--- src/rtl/cotm32_pkg.sv ---
// cotm32_pkg: shared constants for the multi-hart CLINT (register map offsets, hart limit, XLEN)
package cotm32_pkg;
    localparam int XLEN               = 32;
    localparam int CLINT_MAX_HARTS    = 16;
    localparam int CLINT_OFS_MSIP     = 'h0000;
    localparam int CLINT_OFS_MTIMECMP = 'h4000;
    localparam int CLINT_OFS_PRESC    = 'hBFF0;
    localparam int CLINT_OFS_CTRL     = 'hBFF4;
    localparam int CLINT_OFS_MTIME    = 'hBFF8;
endpackage

--- src/rtl/clint_mh_if.sv ---
// clint_mh_if: peripheral-bus slice seen by the CLINT
//   we    - full-word write strobe
//   addr  - window-relative byte address
//   wdata - write data
//   rdata - combinational read data
interface clint_mh_if #(parameter int ADDR_WIDTH = 16);
    import cotm32_pkg::*;
    logic                  we;
    logic [ADDR_WIDTH-1:0] addr;
    logic [XLEN-1:0]       wdata;
    logic [XLEN-1:0]       rdata;
    modport master (output we, addr, wdata, input rdata);
    modport slave  (input we, addr, wdata, output rdata);
endinterface

--- src/rtl/clint_timebase.sv ---
// clint_timebase: prescaler, timer enable and the shared 64-bit mtime
//   i_wdata          - bus write data
//   i_presc_we       - write PRESC (also reloads the counter)
//   i_ctrl_we        - write CTRL (bit 0 = enable)
//   i_mtime_lo/hi_we - write one mtime half (suppresses the tick, reloads the counter)
//   o_presc, o_en    - register values for readback
//   o_mtime          - current mtime
//   o_tick           - strobe: mtime increments at this edge
module clint_timebase
    import cotm32_pkg::*;
#(
    parameter int PRESCALER_DEFAULT = 99
) (
    input  logic            i_clk,
    input  logic            i_rst,
    input  logic [XLEN-1:0] i_wdata,
    input  logic            i_presc_we,
    input  logic            i_ctrl_we,
    input  logic            i_mtime_lo_we,
    input  logic            i_mtime_hi_we,
    output logic [XLEN-1:0] o_presc,
    output logic            o_en,
    output logic [63:0]     o_mtime,
    output logic            o_tick
);
    logic [XLEN-1:0] r_presc;
    logic [XLEN-1:0] r_pcnt;
    logic            r_en;
    logic [63:0]     r_mtime;
    logic            w_mtime_we;
    logic [63:0]     w_mtime_inc;

    assign w_mtime_we  = i_mtime_lo_we | i_mtime_hi_we;
    assign w_mtime_inc = r_mtime + 64'd1;
    assign o_tick      = r_en && (r_pcnt == '0) && !w_mtime_we;
    assign o_presc     = r_presc;
    assign o_en        = r_en;
    assign o_mtime     = r_mtime;

    // The enable used for counting is the registered one, so a write of
    // CTRL[0]=0 still lets its own cycle count and freezes from the next.
    always_ff @(posedge i_clk) begin
        if (i_rst) begin
            r_presc <= XLEN'(PRESCALER_DEFAULT);
            r_pcnt  <= XLEN'(PRESCALER_DEFAULT);
            r_en    <= 1'b1;
            r_mtime <= '0;
        end else begin
            if (i_presc_we)
                r_presc <= i_wdata;
            if (i_ctrl_we)
                r_en <= i_wdata[0];
            r_pcnt <= i_presc_we ? i_wdata :
                      w_mtime_we ? r_presc :
                      !r_en ? r_pcnt :
                      (r_pcnt == '0) ? r_presc : r_pcnt - XLEN'(1);
            r_mtime[31:0]  <= i_mtime_lo_we ? i_wdata : o_tick ? w_mtime_inc[31:0]  : r_mtime[31:0];
            r_mtime[63:32] <= i_mtime_hi_we ? i_wdata : o_tick ? w_mtime_inc[63:32] : r_mtime[63:32];
        end
    end
endmodule

--- src/rtl/clint_mh.sv ---
// clint_mh: multi-hart core-local interruptor (shared mtime, per-hart msip/mtimecmp)
//   i_clk, i_rst - clock, synchronous active-high reset
//   i_bus        - peripheral bus slave (write strobe, byte address, wdata, rdata)
//   o_mtip       - per-hart timer interrupt pending (mtime >= mtimecmp)
//   o_msip       - per-hart software interrupt pending
module clint_mh
    import cotm32_pkg::*;
#(
    parameter int NUM_HARTS         = 2,
    parameter int ADDR_WIDTH        = 16,
    parameter int PRESCALER_DEFAULT = 99
) (
    input  logic                 i_clk,
    input  logic                 i_rst,
    clint_mh_if.slave            i_bus,
    output logic [NUM_HARTS-1:0] o_mtip,
    output logic [NUM_HARTS-1:0] o_msip
);
    localparam logic [ADDR_WIDTH-1:0] A_PRESC    = ADDR_WIDTH'(CLINT_OFS_PRESC);
    localparam logic [ADDR_WIDTH-1:0] A_CTRL     = ADDR_WIDTH'(CLINT_OFS_CTRL);
    localparam logic [ADDR_WIDTH-1:0] A_MTIME_LO = ADDR_WIDTH'(CLINT_OFS_MTIME);
    localparam logic [ADDR_WIDTH-1:0] A_MTIME_HI = ADDR_WIDTH'(CLINT_OFS_MTIME + 4);

    // All map entries are word aligned, so exact compares also reject
    // misaligned offsets and harts beyond NUM_HARTS.
    function automatic logic [ADDR_WIDTH-1:0] hart_addr(input int base, input int stride, input int h);
        return ADDR_WIDTH'(base + stride * h);
    endfunction

    logic [ADDR_WIDTH-1:0] w_addr;
    logic [XLEN-1:0]       w_rdata;
    logic [XLEN-1:0]       w_presc;
    logic                  w_en;
    logic [63:0]           w_mtime;
    logic                  w_tick_unused;
    logic [NUM_HARTS-1:0]  r_msip;
    logic [63:0]           r_mtimecmp [NUM_HARTS];

    assign w_addr      = i_bus.addr;
    assign i_bus.rdata = w_rdata;

    clint_timebase #(.PRESCALER_DEFAULT(PRESCALER_DEFAULT)) u_timebase (
        .i_clk         (i_clk),
        .i_rst         (i_rst),
        .i_wdata       (i_bus.wdata),
        .i_presc_we    (i_bus.we && w_addr == A_PRESC),
        .i_ctrl_we     (i_bus.we && w_addr == A_CTRL),
        .i_mtime_lo_we (i_bus.we && w_addr == A_MTIME_LO),
        .i_mtime_hi_we (i_bus.we && w_addr == A_MTIME_HI),
        .o_presc       (w_presc),
        .o_en          (w_en),
        .o_mtime       (w_mtime),
        .o_tick        (w_tick_unused)
    );

    always_ff @(posedge i_clk) begin
        if (i_rst) begin
            r_msip <= '0;
            for (int h = 0; h < NUM_HARTS; h++)
                r_mtimecmp[h] <= '1;
        end else if (i_bus.we) begin
            for (int h = 0; h < NUM_HARTS; h++) begin
                if (w_addr == hart_addr(CLINT_OFS_MSIP, 4, h))
                    r_msip[h] <= i_bus.wdata[0];
                if (w_addr == hart_addr(CLINT_OFS_MTIMECMP, 8, h))
                    r_mtimecmp[h][31:0] <= i_bus.wdata;
                if (w_addr == hart_addr(CLINT_OFS_MTIMECMP + 4, 8, h))
                    r_mtimecmp[h][63:32] <= i_bus.wdata;
            end
        end
    end

    always_comb begin
        w_rdata = '0;
        for (int h = 0; h < NUM_HARTS; h++) begin
            if (w_addr == hart_addr(CLINT_OFS_MSIP, 4, h))
                w_rdata = {{(XLEN-1){1'b0}}, r_msip[h]};
            if (w_addr == hart_addr(CLINT_OFS_MTIMECMP, 8, h))
                w_rdata = r_mtimecmp[h][31:0];
            if (w_addr == hart_addr(CLINT_OFS_MTIMECMP + 4, 8, h))
                w_rdata = r_mtimecmp[h][63:32];
        end
        if (w_addr == A_PRESC)
            w_rdata = w_presc;
        if (w_addr == A_CTRL)
            w_rdata = {{(XLEN-1){1'b0}}, w_en};
        if (w_addr == A_MTIME_LO)
            w_rdata = w_mtime[31:0];
        if (w_addr == A_MTIME_HI)
            w_rdata = w_mtime[63:32];
    end

    for (genvar g = 0; g < NUM_HARTS; g++) begin : g_mtip
        assign o_mtip[g] = w_mtime >= r_mtimecmp[g];
    end

    assign o_msip = r_msip;
endmodule

--- src/flat_wrapper.sv ---
// flat-port wrapper written by rule: the top's interface ports become plain ports
module clint_mh_flat import cotm32_pkg::*;
#(
    parameter int NUM_HARTS         = 2,
    parameter int ADDR_WIDTH        = 16,
    parameter int PRESCALER_DEFAULT = 99
)
  (i_clk, i_rst, o_mtip, o_msip, i_bus_we, i_bus_addr, i_bus_wdata, i_bus_rdata);
  clint_mh_if #(.ADDR_WIDTH(ADDR_WIDTH)) i_bus_i ();
  input  logic i_clk;
  input  logic i_rst;
  output logic [NUM_HARTS-1:0] o_mtip;
  output logic [NUM_HARTS-1:0] o_msip;
  input wire logic [$bits(i_bus_i.we)-1:0] i_bus_we;
  input wire logic [$bits(i_bus_i.addr)-1:0] i_bus_addr;
  input wire logic [$bits(i_bus_i.wdata)-1:0] i_bus_wdata;
  output wire logic [$bits(i_bus_i.rdata)-1:0] i_bus_rdata;
  assign i_bus_i.we = i_bus_we;
  assign i_bus_i.addr = i_bus_addr;
  assign i_bus_i.wdata = i_bus_wdata;
  assign i_bus_rdata = i_bus_i.rdata;
  clint_mh #(.NUM_HARTS(NUM_HARTS), .ADDR_WIDTH(ADDR_WIDTH), .PRESCALER_DEFAULT(PRESCALER_DEFAULT)) u_core (.i_clk(i_clk), .i_rst(i_rst), .i_bus(i_bus_i), .o_mtip(o_mtip), .o_msip(o_msip));
endmodule
--- config.mk ---
export PLATFORM = sky130hd
export DESIGN_NAME = clint_mh_flat
export DESIGN_NICKNAME = d
export VERILOG_FILES = /design/src/rtl/cotm32_pkg.sv /design/src/rtl/clint_mh_if.sv /design/src/rtl/clint_timebase.sv /design/src/rtl/clint_mh.sv /design/src/flat_wrapper.sv
export SDC_FILE = /design/constraint.sdc
export NUM_CORES = 1
export LEC_CHECK = 0
export BUFFER_PORTS_ARGS = -buffer_cell sky130_fd_sc_hd__buf_2
export CAP_MARGIN = 20
export CORE_AREA = 2 2 178 180
export CTS_CLUSTER_SIZE = 14
export DETAILED_ROUTE_END_ITERATION = 12
export DIE_AREA = 0 0 180 182
export GPL_ROUTABILITY_DRIVEN = 0
export PLACE_DENSITY = 0.7
export SLEW_MARGIN = 20
export SYNTH_ARGS = -nofsm -noshare
export SYNTH_HDL_FRONTEND = slang
export SYNTH_HIERARCHICAL = 1
export SYNTH_SLANG_ARGS = --single-unit
--- constraint.sdc ---
create_clock -name i_clk -period 5.14 [get_ports i_clk]
set_clock_uncertainty 0.1 [all_clocks]
set_input_delay 1.028 -clock i_clk [delete_from_list [all_inputs] [get_ports i_clk]]
set_output_delay 1.028 -clock i_clk [all_outputs]
set_load 0.005 [all_outputs]
* After elaboration in Yosys (flattened, before gate mapping)
Memory sizes are Yosys's and may differ from the RTL's.
Cells that the tools add are included.
** Storage, ports and cells
- Register bits after elaboration :: 131
- Bits in writable memories :: 128
- Output and inout port bits :: 36
- Word-level logic and storage cells :: 80
- Memories kept :: 1
** Memories
- u_core.r_mtimecmp :: depth 2, bits a word 64, read ports 2, clocked after memory_dff 0, write ports 2, line clint_mh.sv:37 : logic [63:0] r_mtimecmp [NUM_HARTS];
** Operators by class
- $add $sub $neg :: 2
- Order comparisons :: 2
- Equal/unequal tests :: 9
- Mux-type cells :: 40
- Bitwise operators :: 5
- Reduce and logical (&&, ||, !) cells :: 14
** Operators with widths (number)
- 2-to-1 mux 32 bit :: 21
- >= comparator 64 bit :: 2
- adder 64 x 1 -> 64 bit, second input constant :: 1
- == test 16 x 15 -> 1 bit, second input constant :: 4
- == test 16 bit, second input constant :: 4
- logical NOT 32 bit :: 1
- subtractor 32 x 1 -> 32 bit, second input constant :: 1
- 2-to-1 mux 1 bit :: 19
- == test 16 x 3 -> 1 bit, second input constant :: 1
- logical NOT 16 bit :: 1
- logical AND 1 bit :: 6
- OR 1 bit :: 5
- AND reduction 2 bit :: 2
- nonzero test 2 bit :: 2
- nonzero test 3 bit :: 1
- logical NOT 1 bit :: 1

* Depth between registers and ports, before layout
- Depth after elaboration :: 11
- Mapped depth :: 13

* Cells and area by module
The synthesis kept the hierarchy.
** Modules (own cells, without submodules)
- clint_mh :: instances 1, cells each 841, area an instance 8918.6 sq um
- clint_timebase :: instances 1, cells each 958, area an instance 7312.0 sq um

* Least setup slack after synthesis
Ideal clock, no wire load.
- Kind :: input-to-output
- Start point :: in i_bus_addr[11]
- End point :: out i_bus_rdata[11]
- Data arrival time :: 2832 ps
- Required time :: 4012 ps
- Slack :: 1180 ps
- Stages on the path :: 6
- Buffers on the path :: 1
- Cells stage by stage :: or4_1 > or4_1 > nor2_2 > clkbuf_1 > a22oi_1 > nand3_1
** Between the ends
- Word-level cells in the longest chain between the ends :: 10
** Ends and longest elaborated chain
- start, declared :: line flat_wrapper.sv:15 : input wire logic [$bits(i_bus_i.addr)-1:0] i_bus_addr;
- == test 16 x 15 -> 1 bit :: line clint_mh.sv:78 : if (w_addr == hart_addr(CLINT_OFS_MTIMECMP, 8, h))
- 2-to-1 mux 32 bit :: line clint_mh.sv:78
- 2-to-1 mux 32 bit :: line clint_mh.sv:80 : if (w_addr == hart_addr(CLINT_OFS_MTIMECMP + 4, 8, h))
- 2-to-1 mux 32 bit :: line clint_mh.sv:76 : if (w_addr == hart_addr(CLINT_OFS_MSIP, 4, h))
- 2-to-1 mux 32 bit :: line clint_mh.sv:78
- 2-to-1 mux 32 bit :: line clint_mh.sv:80
- 2-to-1 mux 32 bit :: line clint_mh.sv:83 : if (w_addr == A_PRESC)
- 2-to-1 mux 32 bit :: line clint_mh.sv:85 : if (w_addr == A_CTRL)
- 2-to-1 mux 32 bit :: line clint_mh.sv:87 : if (w_addr == A_MTIME_LO)
- 2-to-1 mux 32 bit * :: line clint_mh.sv:89 : if (w_addr == A_MTIME_HI)
- end, declared :: line flat_wrapper.sv:17 : output wire logic [$bits(i_bus_i.rdata)-1:0] i_bus_rdata;
Mark *: on every way between the ends. The rest lies on a longest branch, timed or not.

* Worst setup path in the final report
- Start point :: reg u_core.u_timebase.r_mtime[37], in the netlist u_core/u_timebase/o_mtime[37]
- End point :: out o_mtip[1]
** Between the ends
- Word-level cells in the longest chain between the ends :: 1
** Ends and longest elaborated chain
- start, declared :: line clint_timebase.sv:29 : logic [63:0] r_mtime;
- start signal, assigned :: line clint_timebase.sv:58 : r_mtime[63:32] <= i_mtime_hi_we ? i_wdata : o_tick ? w_mtime_inc[63:32] : r_mtime[63:32];
- >= comparator 64 bit :: line clint_mh.sv:94 : assign o_mtip[g] = w_mtime >= r_mtimecmp[g];
- end, declared :: line flat_wrapper.sv:12 : output logic [NUM_HARTS-1:0] o_mtip;
Every way passes these cells.

==> metrics.cfg <==
[sta]
period_minus_slack_ns=4.69
rsz0062_at_grt=false
hold_viol_final=0
tns_ns=0
fin_ws_ns=0.449
fmax_mhz=213
max_slew_margin=0.253
finalCritPeriodShare=0.913
slew_viol_final=0
tightest_slew_ns=1.11
setup_viol=0

[clock_tree]
post_cts_resized=0
cts_setup_buffers=0
cts_buffers=28
cts_hold_buf=0
cts_root_buffer=clkbuf_16
clockBufferDepth=3
clk_pin_slew_worst_paths_ns=0.06
clk_latency_ns=0.56
cts_tree=built
cts_max_level=1
clkSinkCount=259

[yosys]
ys.warnings.count=6
dominantRegCellSynth=dfxtp_1
syn_area_mm2=0.0162
synth_area_per_cell_um2=9.02
syn_nets=1981
synth_edf_count=128
synth_cell_type_count=80
ys_seq_area_frac=0.398
syn_inst=1799
synth-seq-cells=259
async_flop_share=0

[detailed_routing]
vias_per_cell=6.80
met3WireLength_um=6480
routed-wl-met2_um=24000
drt_iter0_markers=2502
firstDrtPassIters=7
postRouteAntennaNets=0
top_layer_used=met4
wl_per_cell_um=24.3
drt-met1-wl_um=22400
drc=0
vias=15500
wirelength_um=55200

[worst_setup_path]
path_max_fanout=8
endpoint_kind=output port
slowest_stage=nor4_1
cp.arrival_ns=3.56
path_cells=ha_1, nand4_1, nor4_1, nand4_1, and3b_1, a21oi_1, o31ai_1, buf_2
cp_common_cell=nand4_1
max_stage_delay_ns=0.62
path_delay_family=simple AND/OR/NAND/NOR gates
crit_type=flop to output port
worstPathRequired_ns=4.01
critPathBufInv=1
cp-start-kind=flop

[place]
io_buffers=86
hpwl_um=39500
dpl_worst_slack_ns=0.737

[cells_and_area]
area_growth_pct=11.1
fin_util=0.582
antenna-diode-count=0
fill_cells=2690
final_layout_size_suffix_gt1_frac=0.106
nets=2031

[global_routing]
grt_pass1_vias=14600
antenna_found_initial=0
grt_max_degree=73
grt_usage=0.327
grt_pass1_wl_um=84600
overflow=0

[job]
cap_violations=0

[die]
dieArea_mm2=0.0328
start_util=0.524
core-area_mm2=0.0310
io_pins=87
die_y_um=182
placement_rows=65
die_x_um=180

[worst_hold_path]
hold_path_class=flop to flop

[power]
power_density_mw_per_mm2=256
p_leak_uw=0.00719
vdd_drop_max_mv=0.239

[outcome]
status=complete, no violations

==> cells by family after synthesis <==
group | synth area share
flops | 0.398
simple gates | 0.196
mux | 0.0194
buf+inv | 0.0615
compound gates | 0.214
xor+xnor | 0.00917
fa+ha+maj | 0.101
==> per-layer routing <==
layer	track usage	up-vias
met5	0	-
met4	0.121	0
met3	0.0680	177
met2	0.506	962
met1	0.453	7380
li1	-	6938
==> through the flow <==
step	instance area, um^2	hold WS, ns	total power [uW]	cells
after floorplan	16200	0.344	2400	1799
after global placement	17100	0.379	2520	2221
after detailed placement	17100	0.385	2530	2221
after CTS	18000	0.397	4620	2273
after global routing	18000	0.426	4740	2273
final	18000	0.398	4620	2273
==> state kept, by name, indices dropped and copies added (netlist names) <==
signal	count
u_core/r_mtimecmp	128
u_core/u_timebase/o_mtime	64
u_core/u_timebase/o_presc	32
u_core/u_timebase/o_en	1
u_core/u_timebase/r_pcnt	32
u_core/o_msip	2
==> worst paths after layout <==
kind	depth (start not counted)	slack (ns)	endpoint	start
max	8	0.45	o_mtip[1]	u_core/u_timebase/o_mtime[37]$_SDFFE_PP0P_
max reg2reg	6	1.38	u_core/u_timebase/o_mtime[36]$_SDFFE_PP0P_	u_core/u_timebase/r_pcnt[16]$_SDFFE_PP0P_
min reg2reg	2	0.40	u_core/u_timebase/r_pcnt[21]$_SDFFE_PP0P_	u_core/u_timebase/r_pcnt[21]$_SDFFE_PP0P_
min	2	0.40	u_core/u_timebase/r_pcnt[21]$_SDFFE_PP0P_	u_core/u_timebase/r_pcnt[21]$_SDFFE_PP0P_
==> cell usage after synthesis (5+ instances only) <==
| master | count | area (um^2) |
|---|---|---|
| o311ai_0 | 18 | 158 |
| xnor2_1 | 12 | 105 |
| and3_1 | 19 | 119 |
| a22oi_1 | 76 | 571 |
| nand2b_1 | 7 | 43.8 |
| nand4_1 | 42 | 263 |
| o21a_1 | 37 | 278 |
| o211ai_1 | 13 | 97.6 |
| a32oi_1 | 7 | 61.3 |
| inv_1 | 151 | 567 |
| buf_2 | 18 | 90.1 |
| or3_1 | 23 | 144 |
| nand4b_1 | 5 | 43.8 |
| clkbuf_1 | 73 | 274 |
| or2_1 | 32 | 200 |
| or2_2 | 5 | 31.3 |
| mux2i_1 | 27 | 270 |
| and4_1 | 13 | 114 |
| a221oi_1 | 5 | 43.8 |
| or4_1 | 18 | 135 |
| dfxtp_1 | 131 | 2620 |
| nor3_1 | 46 | 230 |
| o21ai_0 | 68 | 340 |
| nor4_1 | 34 | 213 |
| o221ai_1 | 12 | 105 |
| a31oi_1 | 49 | 307 |
| a21o_1 | 24 | 180 |
| ha_1 | 131 | 1640 |
| a211oi_1 | 14 | 105 |
| nand2_1 | 149 | 559 |
| o31a_1 | 6 | 52.6 |
| edfxtp_1 | 128 | 3840 |
| o22ai_1 | 5 | 31.3 |
| nor2_1 | 100 | 375 |
| nand3_1 | 73 | 365 |
| a222oi_1 | 33 | 330 |
| xor2_1 | 5 | 43.8 |
| a21oi_1 | 99 | 495 |
| and2_1 | 10 | 62.6 |
==> power by group <==
part | leakage (uW) | internal, uW | switching [uW] | total [uW]
Combinational | 0.00437 | 67.3 | 170 | 237
Sequential | 0.00235 | 2220 | 38.3 | 2260
Clock | 0.000475 | 1250 | 873 | 2120
Total | 0.00719 | 3540 | 1080 | 4620
==> worst min-delay path, cell delays in order (launching register included) <==
cell	delay, ns
dfxtp_1	0.32
nand3_1	0.06
nand3_1	0.07
==> cell type report <==
type,instances,area [um^2],area share
Clock inverter,12,120,0.00666
Timing Repair Buffer,119,693,0.0384
Sequential cell,259,6470,0.359
Tap cell,402,503,0.0279
Multi-Input combinational cell,1288,8820,0.489
Inverter,153,574,0.0318
Clock buffer,40,851,0.0472
==> cell usage in the layout (no fill, tap or decap), types with 18 or more instances in the layout <==
cell type and n:
o21ai_0 68, nand4_1 42, nor2_1 98, and3_1 19, or3_1 23, clkbuf_16 32, buf_4 33, or4_1 18
edfxtp_1 128, nand3_1 73, mux2i_1 27, nor3_1 43, a22oi_1 76, a222oi_1 33, o21a_1 37, nor4_1 32
a21oi_1 99, nand2_1 149, inv_1 152, ha_1 131, a31oi_1 48, o311ai_0 18, a21o_1 24, or2_1 32
buf_2 85, dfxtp_1 131
Power figures use the tool's default switching activity.
